### config.mk
export PLATFORM = sky130hd
export DESIGN_NAME = sevseg_ctrl
export DESIGN_NICKNAME = d
export VERILOG_FILES = /design/src/rtl/sevseg_ctrl.sv
export SDC_FILE = /design/constraint.sdc
export NUM_CORES = 1
export LEC_CHECK = 0
export BUFFER_PORTS_ARGS = -buffer_cell sky130_fd_sc_hd__buf_2
export CORE_MARGIN = 5
export CORE_UTILIZATION = 60
export DETAILED_ROUTE_END_ITERATION = 6
export GPL_ROUTABILITY_DRIVEN = 0
export HOLD_SLACK_MARGIN = 0.08
export PLACE_DENSITY = 0.83
export SYNTH_ARGS = -nofsm -noshare
export SYNTH_HDL_FRONTEND = slang
export SYNTH_SLANG_ARGS = --single-unit
### constraint.sdc
create_clock -name clk -period 9.15 [get_ports clk]
set_input_delay 0.4575 -clock clk [delete_from_list [all_inputs] [get_ports clk]]
set_output_delay 0.4575 -clock clk [all_outputs]
set_load 0.1 [all_outputs]
### src/rtl/sevseg_ctrl.sv
// Four-digit multiplexed 7-segment hex controller with two double-buffered
// sources and frame-synchronous page rotation. Optional macro: SEVSEG_LZB_EN.
module sevseg_ctrl #(
  parameter int unsigned SCAN_DIV    = 1000,
  parameter int unsigned HOLD_FRAMES = 256
) (
  input  logic        clk,
  input  logic        rst_n,
  input  logic [15:0] s0_data,
  input  logic        s0_valid,
  output logic        s0_ready,
  input  logic [15:0] s1_data,
  input  logic        s1_valid,
  output logic        s1_ready,
  input  logic        hold,
  output logic [3:0]  an,
  output logic [3:0]  nib,
  output logic        page,
  output logic        frame_tick
);

  localparam int unsigned DW = $clog2(SCAN_DIV);
  localparam int unsigned FW = (HOLD_FRAMES > 1) ? $clog2(HOLD_FRAMES) : 1;

  typedef enum logic {
    SHOW0 = 1'b0,
    SHOW1 = 1'b1
  } state_t;

  state_t          r_state;
  state_t          w_state_nxt;
  logic [DW-1:0]   r_div_cnt;
  logic [1:0]      r_digit;
  logic [FW-1:0]   r_frame_cnt;
  logic [FW-1:0]   w_frame_cnt_nxt;
  logic            r_frame_tick;
  logic [15:0]     r_pend [2];
  logic [15:0]     r_pg   [2];
  logic [1:0]      r_pend_v;
  logic [1:0]      r_loaded;
  logic [1:0]      r_ready;
  logic [3:0]      r_an;
  logic [3:0]      r_nib;

  logic            w_div_wrap;
  logic            w_boundary;
  logic [15:0]     w_data [2];
  logic [1:0]      w_valid;
  logic [1:0]      w_accept;
  logic [1:0]      w_pend_v_nxt;
  logic [15:0]     w_page_data;
  logic [3:0]      w_nib;
  logic [3:0]      w_an_dec;
  logic            w_blank;

  assign w_div_wrap = (r_div_cnt == DW'(SCAN_DIV - 1));
  assign w_boundary = w_div_wrap && (r_digit == 2'd3);

  assign w_data[0]  = s0_data;
  assign w_data[1]  = s1_data;
  assign w_valid    = {s1_valid, s0_valid};
  assign w_accept   = w_valid & r_ready;

  // A slot emptied at this boundary only refills from a later handshake, so
  // data accepted on the boundary cycle waits for the following boundary.
  always_comb begin
    w_pend_v_nxt = '0;
    for (int unsigned i = 0; i < 2; i++) begin
      w_pend_v_nxt[i] = (r_pend_v[i] && !w_boundary) || w_accept[i];
    end
  end

  always_ff @(posedge clk) begin
    if (!rst_n) begin
      r_div_cnt    <= '0;
      r_digit      <= '0;
      r_frame_tick <= 1'b0;
    end else begin
      r_div_cnt    <= w_div_wrap ? '0 : r_div_cnt + 1'b1;
      if (w_div_wrap) begin
        r_digit <= r_digit + 1'b1;
      end
      r_frame_tick <= w_boundary;
    end
  end

  always_ff @(posedge clk) begin
    if (!rst_n) begin
      r_pend_v <= '0;
      r_loaded <= '0;
      r_ready  <= '0;
      for (int unsigned i = 0; i < 2; i++) begin
        r_pend[i] <= '0;
        r_pg[i]   <= '0;
      end
    end else begin
      for (int unsigned i = 0; i < 2; i++) begin
        if (w_boundary && r_pend_v[i]) begin
          r_pg[i]     <= r_pend[i];
          r_loaded[i] <= 1'b1;
        end
        if (w_accept[i]) begin
          r_pend[i] <= w_data[i];
        end
      end
      r_pend_v <= w_pend_v_nxt;
      r_ready  <= ~w_pend_v_nxt;
    end
  end

  always_ff @(posedge clk) begin
    if (!rst_n) begin
      r_state     <= SHOW0;
      r_frame_cnt <= '0;
    end else begin
      r_state     <= w_state_nxt;
      r_frame_cnt <= w_frame_cnt_nxt;
    end
  end

  always_comb begin
    w_state_nxt     = r_state;
    w_frame_cnt_nxt = r_frame_cnt;
    if (w_boundary && !hold) begin
      if (r_frame_cnt == FW'(HOLD_FRAMES - 1)) begin
        w_frame_cnt_nxt = '0;
        case (r_state)
          SHOW0:   if (r_loaded[1]) w_state_nxt = SHOW1;
          SHOW1:   if (r_loaded[0]) w_state_nxt = SHOW0;
          default: w_state_nxt = SHOW0;
        endcase
      end else begin
        w_frame_cnt_nxt = r_frame_cnt + 1'b1;
      end
    end
  end

  assign w_page_data = (r_state == SHOW1) ? r_pg[1] : r_pg[0];
  assign w_nib       = w_page_data[{r_digit, 2'b00} +: 4];
  assign w_an_dec    = ~(4'b0001 << r_digit);

`ifdef SEVSEG_LZB_EN
  always_comb begin
    w_blank = 1'b0;
    case (r_digit)
      2'd1:    w_blank = (w_page_data[15:4]  == '0);
      2'd2:    w_blank = (w_page_data[15:8]  == '0);
      2'd3:    w_blank = (w_page_data[15:12] == '0);
      default: w_blank = 1'b0;
    endcase
  end
`else
  assign w_blank = 1'b0;
`endif

  always_ff @(posedge clk) begin
    if (!rst_n) begin
      r_an  <= '1;
      r_nib <= '0;
    end else begin
      r_an  <= w_blank ? '1 : w_an_dec;
      r_nib <= w_nib;
    end
  end

  assign an         = r_an;
  assign nib        = r_nib;
  assign page       = (r_state == SHOW1);
  assign frame_tick = r_frame_tick;
  assign s0_ready   = r_ready[0];
  assign s1_ready   = r_ready[1];

endmodule

Word-level counts from Yosys, hierarchy flattened. Memory sizes are Yosys's and may differ from the RTL's. Cells that the tools add are included.

Add/sub/neg operators: 3. Multipliers: 0. Divide/modulo/power cells: 0. Order comparisons: 0. Eq/ne operators: 3. Shift operators: 2. Multiplexer cells: 22. Bitwise gates (word level): 9. Reduce and logical (&&, ||, !) cells: 12.

Operator list (count): 16-bit 2-to-1 mux (5); 16-bit by 5-bit indexed part select with 4-bit output (1); 1-bit 2-to-1 mux (15); 10-bit by 1-bit adder with 10-bit output (second input constant) (1); 10-bit equality test (second input constant) (1); 8-bit by 1-bit adder with 8-bit output (second input constant) (1); 8-bit equality test (second input constant) (1); 8-bit 2-to-1 mux (1); 1-bit logical AND (6); 4-bit inverter (1); 1-bit OR (4); 1-bit by 2-bit left shift with 4-bit output (first input constant) (1); 2-bit by 1-bit adder with 2-bit output (second input constant) (1); 2-bit bitwise AND (1); 2-bit equality test (second input constant) (1); 1-bit zero test (2); 1-bit logical OR (2); 1-bit inverter (2); 2-bit inverter (1); 1-bit one-hot mux with 2 select lines (1); 2-bit AND reduction (1); 2-bit OR reduction (1).

Bits in registers: 36. Latch bits: 0. Memory bits (writable): 64. Bits in read-only memories: 0. Bits of input ports: 37. Output and inout port bits: 12. Logic and storage cells: 64. Memories kept: 2.

Memories: r_pend (words 2, width 16, rd ports 2, clocked after Yosys merged registers in 0, wr ports 2, line 37) `logic [15:0] r_pend [2];`; r_pg (words 2, width 16, rd ports 2, clocked after Yosys merged registers in 0, wr ports 2, line 38) `logic [15:0] r_pg [2];`.

Depth between registers and ports, before layout. Gate-level depths: netlist of the first run.

Word-level depth: 7. Mapped depth: 7. Mapped depth without buffers: 5.

Worst setup path before layout of the first run. No wires, ideal clock.

Path kind: flip-flop to flip-flop. Start: reg r_div_cnt[2]. End: mem r_pg[0][0], enable pin. Library setup time: 411 ps. Arrival time: 2733 ps. Data required time: 8739 ps. Setup slack: 6005 ps. Stages on the path, launching flop included: 5. Buffers on the path: 1. Period minus slack after synthesis: 3145 ps. Cell sequence: dfxtp_1 or3b_1 or4_2 clkbuf_1 o21ai_0.

RTL lines: start: declaration (line 32) `logic [DW-1:0] r_div_cnt;`; start signal: assignment (line 79) `r_div_cnt <= w_div_wrap ? '0 : r_div_cnt + 1'b1;`; end: declaration (line 38).

==> flow_summary_export.csv, run 1 <==
group,metric,value,unit
route,wl_per_cell,15.0,microns
route,maxUsedRoutingLayer,"met4",
clock_tree,root_buffer,"clkbuf_8",
route,wl,6750,microns
global_route,grt_max_degree,40,
clock_tree,clk_path_buf_depth,2,
setup_path,required,9200,ps
logic_synthesis,ys_seq_area_share,64.8,%
power_and_ir_drop,p_comb_share,6.3,%
logic_synthesis,netlist_area,4080,sq um
clock_tree,cts_made_buffers,9,
logic_synthesis,synth-seq-cells,100,
sta,hold_viol,0,
sta,final-max-slew-violation-count,0,
sta,finalSetupViolations,0,
logic_synthesis,synthAdderAreaFrac,1.84,%
route,drt-pass1-iter-count,4,
global_route,grt_overflow,0,
logic_synthesis,ys_warn_count,0,
logic_synthesis,synth.avg_cell_area,12.8,sq um
clock_tree,clk_latency,370,ps
power_and_ir_drop,switching_share,24.0,%
sta,min_period,2590,ps
logic_synthesis,synth_top_family_by_area,"simple AND/OR/NAND/NOR gates",
power_and_ir_drop,leakagePower,1.72,nW
global_route,antenna_found_initial,0,
sta,finalCritPeriodShare,28.3,%
global_route,grt_usage,17.2,%
die,core-area,6720,sq um
clock_tree,post_cts_buffers,0,
logic_synthesis,synth_fp_nets,361,
route,vias,2456,
die,die_y,92.5,microns
placement,dp_cells,434,
setup_path,cp-start-kind,"flip-flop",
power_and_ir_drop,power_density,179,nW/um^2
job,max_cap_viol_count,0,
route,drc,0,
power_and_ir_drop,p_seq_share,62.3,%
sta,max_slew_margin,38.6,%
layout,nets,408,
sta,skew,13.5,ps
power_and_ir_drop,p_clk_share,31.4,%
global_route,grt_pass1_wl,11300,microns
setup_path,r2r_cells,5,
setup_path,crit_path_end_kind,"flip-flop",
layout,fill_cells,477,
clock_tree,clk_pin_slew,100,ps
clock_tree,htree_levels,3,
placement,io_buffer_count,48,
route,dr_wl_met3,300,microns
sta,tightest_slew,919,ps
clock_tree,numClockSinks,100,
hold_path,hp-class,"input port to flip-flop",
logic_synthesis,ys_types,37,
placement,dpl.hpwl,4740,microns
layout,antenna_cells,0,
setup_path,worstPathMaxFanout,16,
die,die_w,92.5,microns
power_and_ir_drop,power.switching,0.196,mW
hold_path,min_path_cells,2,
logic_synthesis,synthMuxAreaShare,5.64,%
layout,multiInputGateArea,1350,sq um
power_and_ir_drop,p_int,0.621,mW
sta,setup_tns,0,ps
clock_tree,postCtsHoldBufs,0,
power_and_ir_drop,ir_worst_vdd,0.000129,V
route,drt-initial-drc-count,75,
logic_synthesis,syn_inst,318,
route,dr_wl_met2,3560,microns
run_status,status,"complete, no violations",
clock_tree,cts_tree,"built",
route,route.layer.met1.wl,2720,microns
sta,rsz0062_at_grt,"false",
route,via_per_inst,5.46,
layout,drive_gt1_share,20.8,%
layout,area_growth,11.7,%
setup_path,rrSetupSlack,6560,ps
die,initial_core_util,60.7,%
layout,seqCellArea,2640,sq um
die,die_area,8550,sq um
layout,layoutNonFillerInstCount,450,
logic_synthesis,synth_simple_gate_area_share,19.3,%
route,drtAntennaViolNets,0,
logic_synthesis,synth_compound_area_share,4.32,%
clock_tree,cts_resized,0,
logic_synthesis,synth_xor_area_share,1.93,%
sta,max_freq,0.386,GHz
global_route,grt_pass1_vias,2463,
setup_path,crit_type,"flip-flop to flip-flop",
die,pin_count,49,
die,num_rows,30,
setup_path,crit_arrival,2650,ps
-- synthesized netlist by cell type --
cell | number | share of area (%)
mux4_2 | 8 | 4.4
dfxtp_1 | 36 | 18
mux2i_1 | 5 | 1.2
or3b_1 | 1 | 0.21
edfxtp_1 | 64 | 47
nor2b_1 | 2 | 0.31
and2_1 | 66 | 10
nand3b_1 | 1 | 0.18
nor3_1 | 2 | 0.25
ha_1 | 6 | 1.8
xor2_1 | 1 | 0.21
nor4_1 | 2 | 0.31
a211oi_4 | 1 | 0.49
nand2b_1 | 7 | 1.1
clkbuf_2 | 3 | 0.37
xnor2_1 | 8 | 1.7
o21ai_1 | 1 | 0.12
o21a_1 | 2 | 0.37
or4_1 | 2 | 0.37
clkbuf_1 | 11 | 1.0
o22ai_1 | 1 | 0.15
nand4_1 | 3 | 0.46
and3_1 | 2 | 0.31
and4_1 | 1 | 0.21
nand2_1 | 32 | 2.9
a21oi_1 | 5 | 0.61
or4_2 | 1 | 0.21
o311ai_0 | 2 | 0.43
a21boi_0 | 7 | 1.3
o32ai_1 | 2 | 0.43
o31ai_1 | 1 | 0.18
nand3_1 | 8 | 0.98
buf_4 | 1 | 0.18
inv_1 | 7 | 0.64
or3_1 | 1 | 0.15
nor2_1 | 13 | 1.2
o21ai_0 | 2 | 0.25
-- kinds of logic after synthesis --
kind of cell	after synthesis
mux	13
xor+xnor	9
flops	100
simple gates	144
compound gates	24
buf+inv	22
fa+ha+maj	6
-- final timing paths --
kind | startpoint | end
max | r_digit[0] | r_pg[0][17]
min reg2reg | r_loaded[1] | r_loaded[1]
min | s0_data[2] | r_pend[0][2]
max reg2reg | r_digit[0] | r_pg[0][17]
-- routing by layer --
layer,vias to the layer above,track usage (%)
li1,1199,-
met2,57,30.4
met1,1180,19.3
met4,0,8.54
met5,-,0
met3,20,4.31
-- cells in the final DEF, fill, tap and decap left out, types with 2 or more instances in the layout --
cell and instances:
dfxtp_1 36, nand3_1 8, and2_1 66, xnor2_1 8, buf_4 3, clkbuf_8 9, clkinv_4 2, nand2b_1 7
nor2_1 13, o21a_1 2, a21oi_1 5, o32ai_1 2, buf_2 48, o21ai_1 3, or4_1 2, nand4_1 3
edfxtp_1 64, a21boi_0 6, nor4_1 2, inv_1 7, ha_1 6, mux4_2 8, o311ai_0 2, inv_6 2
mux2i_1 5, nor3_1 2, clkinv_2 2, nor2b_1 2, nand2_1 32, and3_1 2
-- power groups by stage --
stage	clock (mW)	sequential (mW)	combinational, mW
5_1_grt	0.282	0.512	0.0564
6_report	0.257	0.509	0.0517
3_3_place_gp	0	0.519	0.0511
2_1_floorplan	0	0.531	0.0214
4_1_cts	0.264	0.510	0.0527
3_5_place_dp	0	0.520	0.0526
-- sequential cells by signal, summed over array words and instances (netlist names) --
register	flops
an	4
frame_tick	1
nib	4
page	1
r_digit	2
r_div_cnt	10
r_frame_cnt	8
r_loaded	2
r_pend	32
r_pend_v	2
r_pg	32
r_ready	2
-- worst max-delay path: stages (launching register included) --
cell	delay [ps]
dfxtp_1	700
ha_1	320
inv_1	50
or4_2	790
o21ai_1	170
buf_4	260
-- stage by stage --
stage	instance area [sq um]	util, %	power [mW]	worst slack, ps	hold WS (ps)
after floorplan	4080	-	0.553	6010	428
after global placement	4380	65.2	0.570	6620	446
after detailed placement	4380	65.2	0.573	6580	453
after CTS	4560	67.9	0.827	6550	341
after global routing	4560	67.9	0.850	6390	345
final	4560	67.9	0.818	6560	356
-- final cells by class --
class | instances | share of cell area (%)
repair buffers | 51 | 5.76
flip-flops and latches | 100 | 58.0
inverters | 7 | 0.576
multi-input cells | 196 | 29.6
well taps | 80 | 2.20
clock buffers | 9 | 2.72
clock inverters | 7 | 1.23
Power figures use the tool's default switching activity.
==> run 2, diff against run 1 <==
--- a/config.mk
+++ b/config.mk
@@ -7,11 +7,11 @@
 export LEC_CHECK = 0
 export BUFFER_PORTS_ARGS = -buffer_cell sky130_fd_sc_hd__buf_2
 export CORE_MARGIN = 5
-export CORE_UTILIZATION = 60
+export CORE_UTILIZATION = 52
 export DETAILED_ROUTE_END_ITERATION = 6
 export GPL_ROUTABILITY_DRIVEN = 0
 export HOLD_SLACK_MARGIN = 0.08
-export PLACE_DENSITY = 0.83
+export PLACE_DENSITY = 0.76
 export SYNTH_ARGS = -nofsm -noshare
 export SYNTH_HDL_FRONTEND = slang
 export SYNTH_SLANG_ARGS = --single-unit
==> constraint.sdc (replaced) <==
create_clock -name clk -period 2.25 [get_ports clk]
set_input_delay 0.1125 -clock clk [delete_from_list [all_inputs] [get_ports clk]]
set_output_delay 0.1125 -clock clk [all_outputs]
set_load 0.1 [all_outputs]
==> run 2 against run 1 <==
  * Final cell count up 14%
  * Total power grew to 4.2 times the previous value
  * Design area is 11% higher
  * Global-route usage is 0.70 points lower
  * Worst hold slack got worse by 270 ps
  * Fmax rose by 20%
  * Via count up 6.1%
  * Critical path type unchanged
  * Critical endpoint is now r_pg[0][4]
  * Highest routed layer unchanged
==> flow_summary_export.csv, run 2 (same netlist as run 1, synthesis figures left out) <==
group,metric,value,unit
power_and_ir_drop,p_clk_share,31.3,%
layout,area_growth,23.8,%
die,pin_count,49,
die,die_w,98.6,microns
global_route,grt_overflow,0,
setup_path,cp-start-kind,"flip-flop",
die,core-area,7690,sq um
layout,nets,449,
clock_tree,post_cts_buffers,0,
route,drt-initial-drc-count,120,
sta,hold_ws,89.0,ps
sta,min_period,2160,ps
layout,reg.largest.list,"r_pend (32), r_pg (32), r_div_cnt (10)",
die,die_area,9720,sq um
setup_path,crit_type,"flip-flop to flip-flop",
layout,final_common_cell,"and2_1",
power_and_ir_drop,power.switching,0.754,mW
placement,dp_cells,463,
global_route,grt_pass1_vias,2577,
sta,finalSetupViolations,0,
layout,fill_cells,582,
clock_tree,clk_pin_slew,90,ps
power_and_ir_drop,p_int,2.65,mW
power_and_ir_drop,power_density,674,nW/um^2
sta,final-max-slew-violation-count,0,
layout,multiInputGateArea,1370,sq um
power_and_ir_drop,ir_worst_vdd,0.000465,V
sta,setup_tns,0,ps
global_route,grt_usage,16.5,%
power_and_ir_drop,leakagePower,1.92,nW
sta,finalCritPeriodShare,96.0,%
global_route,grt_max_degree,33,
setup_path,reg2reg_to,"r_pg[0][4]",
route,drc,0,
layout,drive_gt1_share,21.2,%
global_route,grt_pass1_wl,12500,microns
route,via_per_inst,5.08,
power_and_ir_drop,p_seq_share,60.8,%
placement,preCtsSetupSlack,100,ps
setup_path,reg2reg_from,"r_div_cnt[2]",
setup_path,crit_path_end_kind,"flip-flop",
sta,tightest_slew,775,ps
power_and_ir_drop,p_comb_share,7.9,%
placement,dpl.hpwl,4750,microns
clock_tree,htree_levels,3,
setup_path,crit_arrival,2220,ps
clock_tree,cts_made_buffers,9,
placement,placed_cell_area,4520,sq um
job,max_cap_viol_count,0,
sta,timing.final.ws_setup,90.6,ps
route,wl_per_cell,14.7,microns
setup_path,worstPathMaxFanout,16,
run_status,status,"complete, no violations",
sta,max_freq,0.463,GHz
die,die_y,98.6,microns
hold_path,hp-class,"input port to flip-flop",
clock_tree,numClockSinks,100,
layout,final_area,5050,sq um
setup_path,required,2310,ps
global_route,antenna_found_initial,0,
die,initial_core_util,53.1,%
clock_tree,root_buffer,"clkbuf_8",
setup_path,rrSetupSlack,90,ps
die,num_rows,32,
clock_tree,cts_tree,"built",
route,drtAntennaViolNets,0,
clock_tree,clk_latency,350,ps
layout,seqCellArea,2650,sq um
layout,antenna_cells,0,
route,drt-pass1-iter-count,4,
power_and_ir_drop,switching_share,22.1,%
sta,hold_viol,0,
layout,layoutNonFillerInstCount,513,
route,vias,2607,
sta,max_slew_margin,48.2,%
route,wl,7550,microns
layout,layout_common_cells,"and2_1 (66), edfxtp_1 (64), buf_2 (48)",
sta,skew,6.63,ps
placement,io_buffer_count,48,
setup_path,cp-startpoint,"r_div_cnt[2]",
setup_path,r2r_cells,4,
sta,rsz0062_at_grt,"false",
clock_tree,clk_path_buf_depth,2,
setup_path,crit_end,"r_pg[0][4]",
-- run 2: cell types whose count changed in the layout (fill, tap and decap cells not counted), sizes merged --
cell,delta
buf,+7
inv,-3
dlygate4sd3,+34
clkbuf,+3
clkinvlp,+1
clkinv,-1
-- run 2: area by class of cell --
| type | instances | area share (%) |
|---|---|---|
| well taps | 102 | 2.53 |
| repair buffers | 92 | 13.7 |
| clock inverters | 4 | 0.421 |
| inverters | 7 | 0.520 |
| multi-input cells | 196 | 27.2 |
| flip-flops and latches | 100 | 52.4 |
| clock buffers | 12 | 3.29 |
-- run 2: worst max-delay path: stages (launching register included) --
cell     delay [ps]
dfxtp_2         380
or3b_4          400
or4_2           720
o21ai_4         210
buf_12          170
-- run 2: metrics by stage --
step,utilization [%],power (mW)
final,65.7,3.40
after global routing,65.7,3.52
after CTS,65.7,3.42
after detailed placement,58.9,2.34
after global placement,58.9,2.33
after floorplan,-,2.25
-- run 2: how the worst min path moves through the flow --
stage | start | endpoint | slack, ps | cells past startpoint
floorplan | rst_n | an[3] | 280 | 1
global placement | s0_data[12] | r_pend[0][12] | 390 | 2
detailed placement | s1_data[8] | r_pend[0][24] | 390 | 2
CTS | s0_valid | r_pend_v[0] | 80 | 3
global route | s0_valid | r_pend_v[0] | 110 | 3
finish | s0_valid | r_pend_v[0] | 90 | 3
-- run 2: power by group through the flow --
stage	Clock [mW]	Sequential [mW]	Combinational, mW
3_3_place_gp	0	2.11	0.218
2_1_floorplan	0	2.16	0.0918
3_5_place_dp	0	2.11	0.223
6_report	1.07	2.07	0.268
5_1_grt	1.15	2.08	0.291
4_1_cts	1.08	2.07	0.268
-- run 2: metal layers --
layer | up-vias | share of wire (%) | global-route usage, % | wire (microns)
met1 | 1253 | 41 | 19.3 | 3110
met4 | 0 | 1.7 | 6.51 | 130
met2 | 61 | 53 | 29.1 | 3990
li1 | 1281 | - | - | -
met3 | 12 | 4.2 | 4.10 | 319
met5 | - | 0 | 0 | 0
-- run 2: repair_timing --
| action | 4_1_cts | 5_1_grt |
|---|---|---|
| gates resized for setup | 0 | 0 |
| hold buffers | 34 | 0 |
| hold endpoints to repair | 34 | 0 |
==> run 3, diff against run 2 <==
--- a/config.mk
+++ b/config.mk
@@ -11,7 +11,9 @@
 export DETAILED_ROUTE_END_ITERATION = 6
 export GPL_ROUTABILITY_DRIVEN = 0
 export HOLD_SLACK_MARGIN = 0.08
+export MAX_ROUTING_LAYER = met4
 export PLACE_DENSITY = 0.76
+export REMOVE_ABC_BUFFERS = 1
 export SYNTH_ARGS = -nofsm -noshare
 export SYNTH_HDL_FRONTEND = slang
 export SYNTH_SLANG_ARGS = --single-unit
==> run 3 against run 2 <==
  * Via count down 2.7%
  * Utilization decreased by 0.36 points
  * Final cell count is 0.58% higher
  * Highest routed layer unchanged
  * First-iteration DRC count shrank 30%
  * Flip-flop and latch count stayed put
  * Register-to-register slack worse by 20 ps
==> flow_summary_export.csv, run 3 (same netlist as run 1, synthesis figures left out) <==
group,metric,value,unit
run_status,status,"complete, no violations",
clock_tree,cts_tree,"built",
setup_path,rrSetupSlack,70,ps
die,die_w,98.6,microns
setup_path,r2r_cells,4,
setup_path,crit_type,"flip-flop to flip-flop",
clock_tree,post_cts_buffers,0,
layout,layout_common_cells,"and2_1 (66), edfxtp_1 (64), buf_2 (48)",
power_and_ir_drop,power.switching,0.773,mW
layout,reg.largest.list,"r_pend (32), r_pg (32), r_div_cnt (10)",
sta,max_slew_margin,48.3,%
placement,dpl.hpwl,4670,microns
layout,final_area,5020,sq um
route,dr_wl_met3,254,microns
clock_tree,clk_latency,350,ps
layout,nets,452,
power_and_ir_drop,power_density,661,nW/um^2
route,drt-initial-drc-count,84,
global_route,antenna_found_initial,0,
hold_path,hp-class,"input port to flip-flop",
sta,skew,10.8,ps
setup_path,crit_path_end_kind,"flip-flop",
route,drt-pass1-iter-count,4,
route,vias,2536,
setup_path,reg2reg_from,"r_div_cnt[3]",
layout,area_growth,23.2,%
setup_path,worstPathMaxFanout,16,
layout,antenna_cells,0,
sta,hold_ws,146,ps
layout,drive_gt1_share,20.3,%
die,core-area,7690,sq um
clock_tree,clk_pin_slew,90,ps
route,dr_wl_met2,3760,microns
layout,final_common_cell,"and2_1",
route,drc,0,
global_route,grt_pass1_vias,2622,
power_and_ir_drop,leakagePower,1.91,nW
power_and_ir_drop,p_clk_share,29.7,%
global_route,grt_max_degree,33,
global_route,grt_overflow,0,
clock_tree,clk_path_buf_depth,2,
route,drtAntennaViolNets,0,
sta,hold_viol,0,
placement,dp_cells,465,
die,die_y,98.6,microns
power_and_ir_drop,switching_share,23.3,%
job,max_cap_viol_count,0,
die,num_rows,32,
route,via_per_inst,4.91,
placement,placed_cell_area,4500,sq um
sta,min_period,2180,ps
global_route,grt_pass1_wl,12300,microns
hold_path,min_delay_worst_endpoint,"an[1]",
sta,finalCritPeriodShare,96.7,%
global_route,grt_usage,16.6,%
hold_path,min_path_cells,2,
route,wl,7300,microns
die,die_area,9720,sq um
sta,rsz0062_at_grt,"false",
layout,layoutNonFillerInstCount,516,
power_and_ir_drop,power.total,3.32,mW
setup_path,cp-start-kind,"flip-flop",
power_and_ir_drop,p_seq_share,62.2,%
power_and_ir_drop,p_comb_share,8.0,%
setup_path,required,2300,ps
sta,max_freq,0.460,GHz
setup_path,crit_arrival,2230,ps
route,wl_per_cell,14.1,microns
sta,tightest_slew,774,ps
power_and_ir_drop,ir_worst_vdd,0.000320,V
layout,fin_util,65.4,%
placement,io_buffer_count,48,
die,pin_count,49,
clock_tree,root_buffer,"clkbuf_8",
route,maxUsedRoutingLayer,"met4",
sta,finalSetupViolations,0,
die,initial_core_util,53.1,%
route,route.layer.met1.wl,3170,microns
hold_path,hold_start,"rst_n",
setup_path,reg2reg_to,"r_pg[0][28]",
sta,final-max-slew-violation-count,0,
clock_tree,numClockSinks,100,
clock_tree,cts_made_buffers,9,
power_and_ir_drop,p_int,2.55,mW
clock_tree,htree_levels,3,
## run 3: how the worst max path moves through the flow
stage	startpoint	end	depth (start not counted)
final	r_div_cnt[3]	r_pg[0][28]	4
after global routing	r_div_cnt[3]	r_pg[0][22]	4
after CTS	r_div_cnt[3]	r_pg[0][6]	4
after detailed placement	r_div_cnt[3]	r_pg[0][6]	4
after global placement	r_div_cnt[3]	r_pg[0][4]	4
after floorplan	r_digit[0]	r_pg[0][0]	4
## run 3: metal layers
| metal | global-route usage, % | up-vias |
|---|---|---|
| li1 | - | 1290 |
| met1 | 19.5 | 1187 |
| met2 | 28.1 | 47 |
| met3 | 3.89 | 12 |
| met4 | 5.46 | 0 |
| met5 | - | - |
## run 3: layout make-up
cell class	instances	area, sq um
timing repair buffer	95	709
tap	102	128
inverter	7	26.3
clock inverter	7	43.8
clock buffer	9	124
fill	578	2660
sequential	100	2640
multi-input combinational	196	1350
## run 3: power groups by stage
stage / Sequential (mW) / Clock (mW) / Combinational (mW)
5_1_grt: 2.08 / 1.08 / 0.289
3_3_place_gp: 2.10 / 0 / 0.213
4_1_cts: 2.07 / 1.01 / 0.267
2_1_floorplan: 2.16 / 0 / 0.0778
3_5_place_dp: 2.11 / 0 / 0.220
6_report: 2.07 / 0.987 / 0.267
## run 3: metrics by stage
step | setup WS (ps) | setup TNS, ps
after floorplan | -956 | -43930
after global placement | 126 | 0
after detailed placement | 71.4 | 0
after CTS | 47.5 | 0
after global routing | 22.3 | 0
final | 73.9 | 0
## run 3: timing repair
item,CTS,global route
resized for setup,0,2
hold buffers,35,0
endpoints found under the hold margin,35,0
endpoints found under the setup margin,0,13
## run 3: critical path: stages, from the launching register on
cell     delay [ps]
dfxtp_1         350
or3b_1          430
or4_2           690
o21ai_1         180
buf_6           210
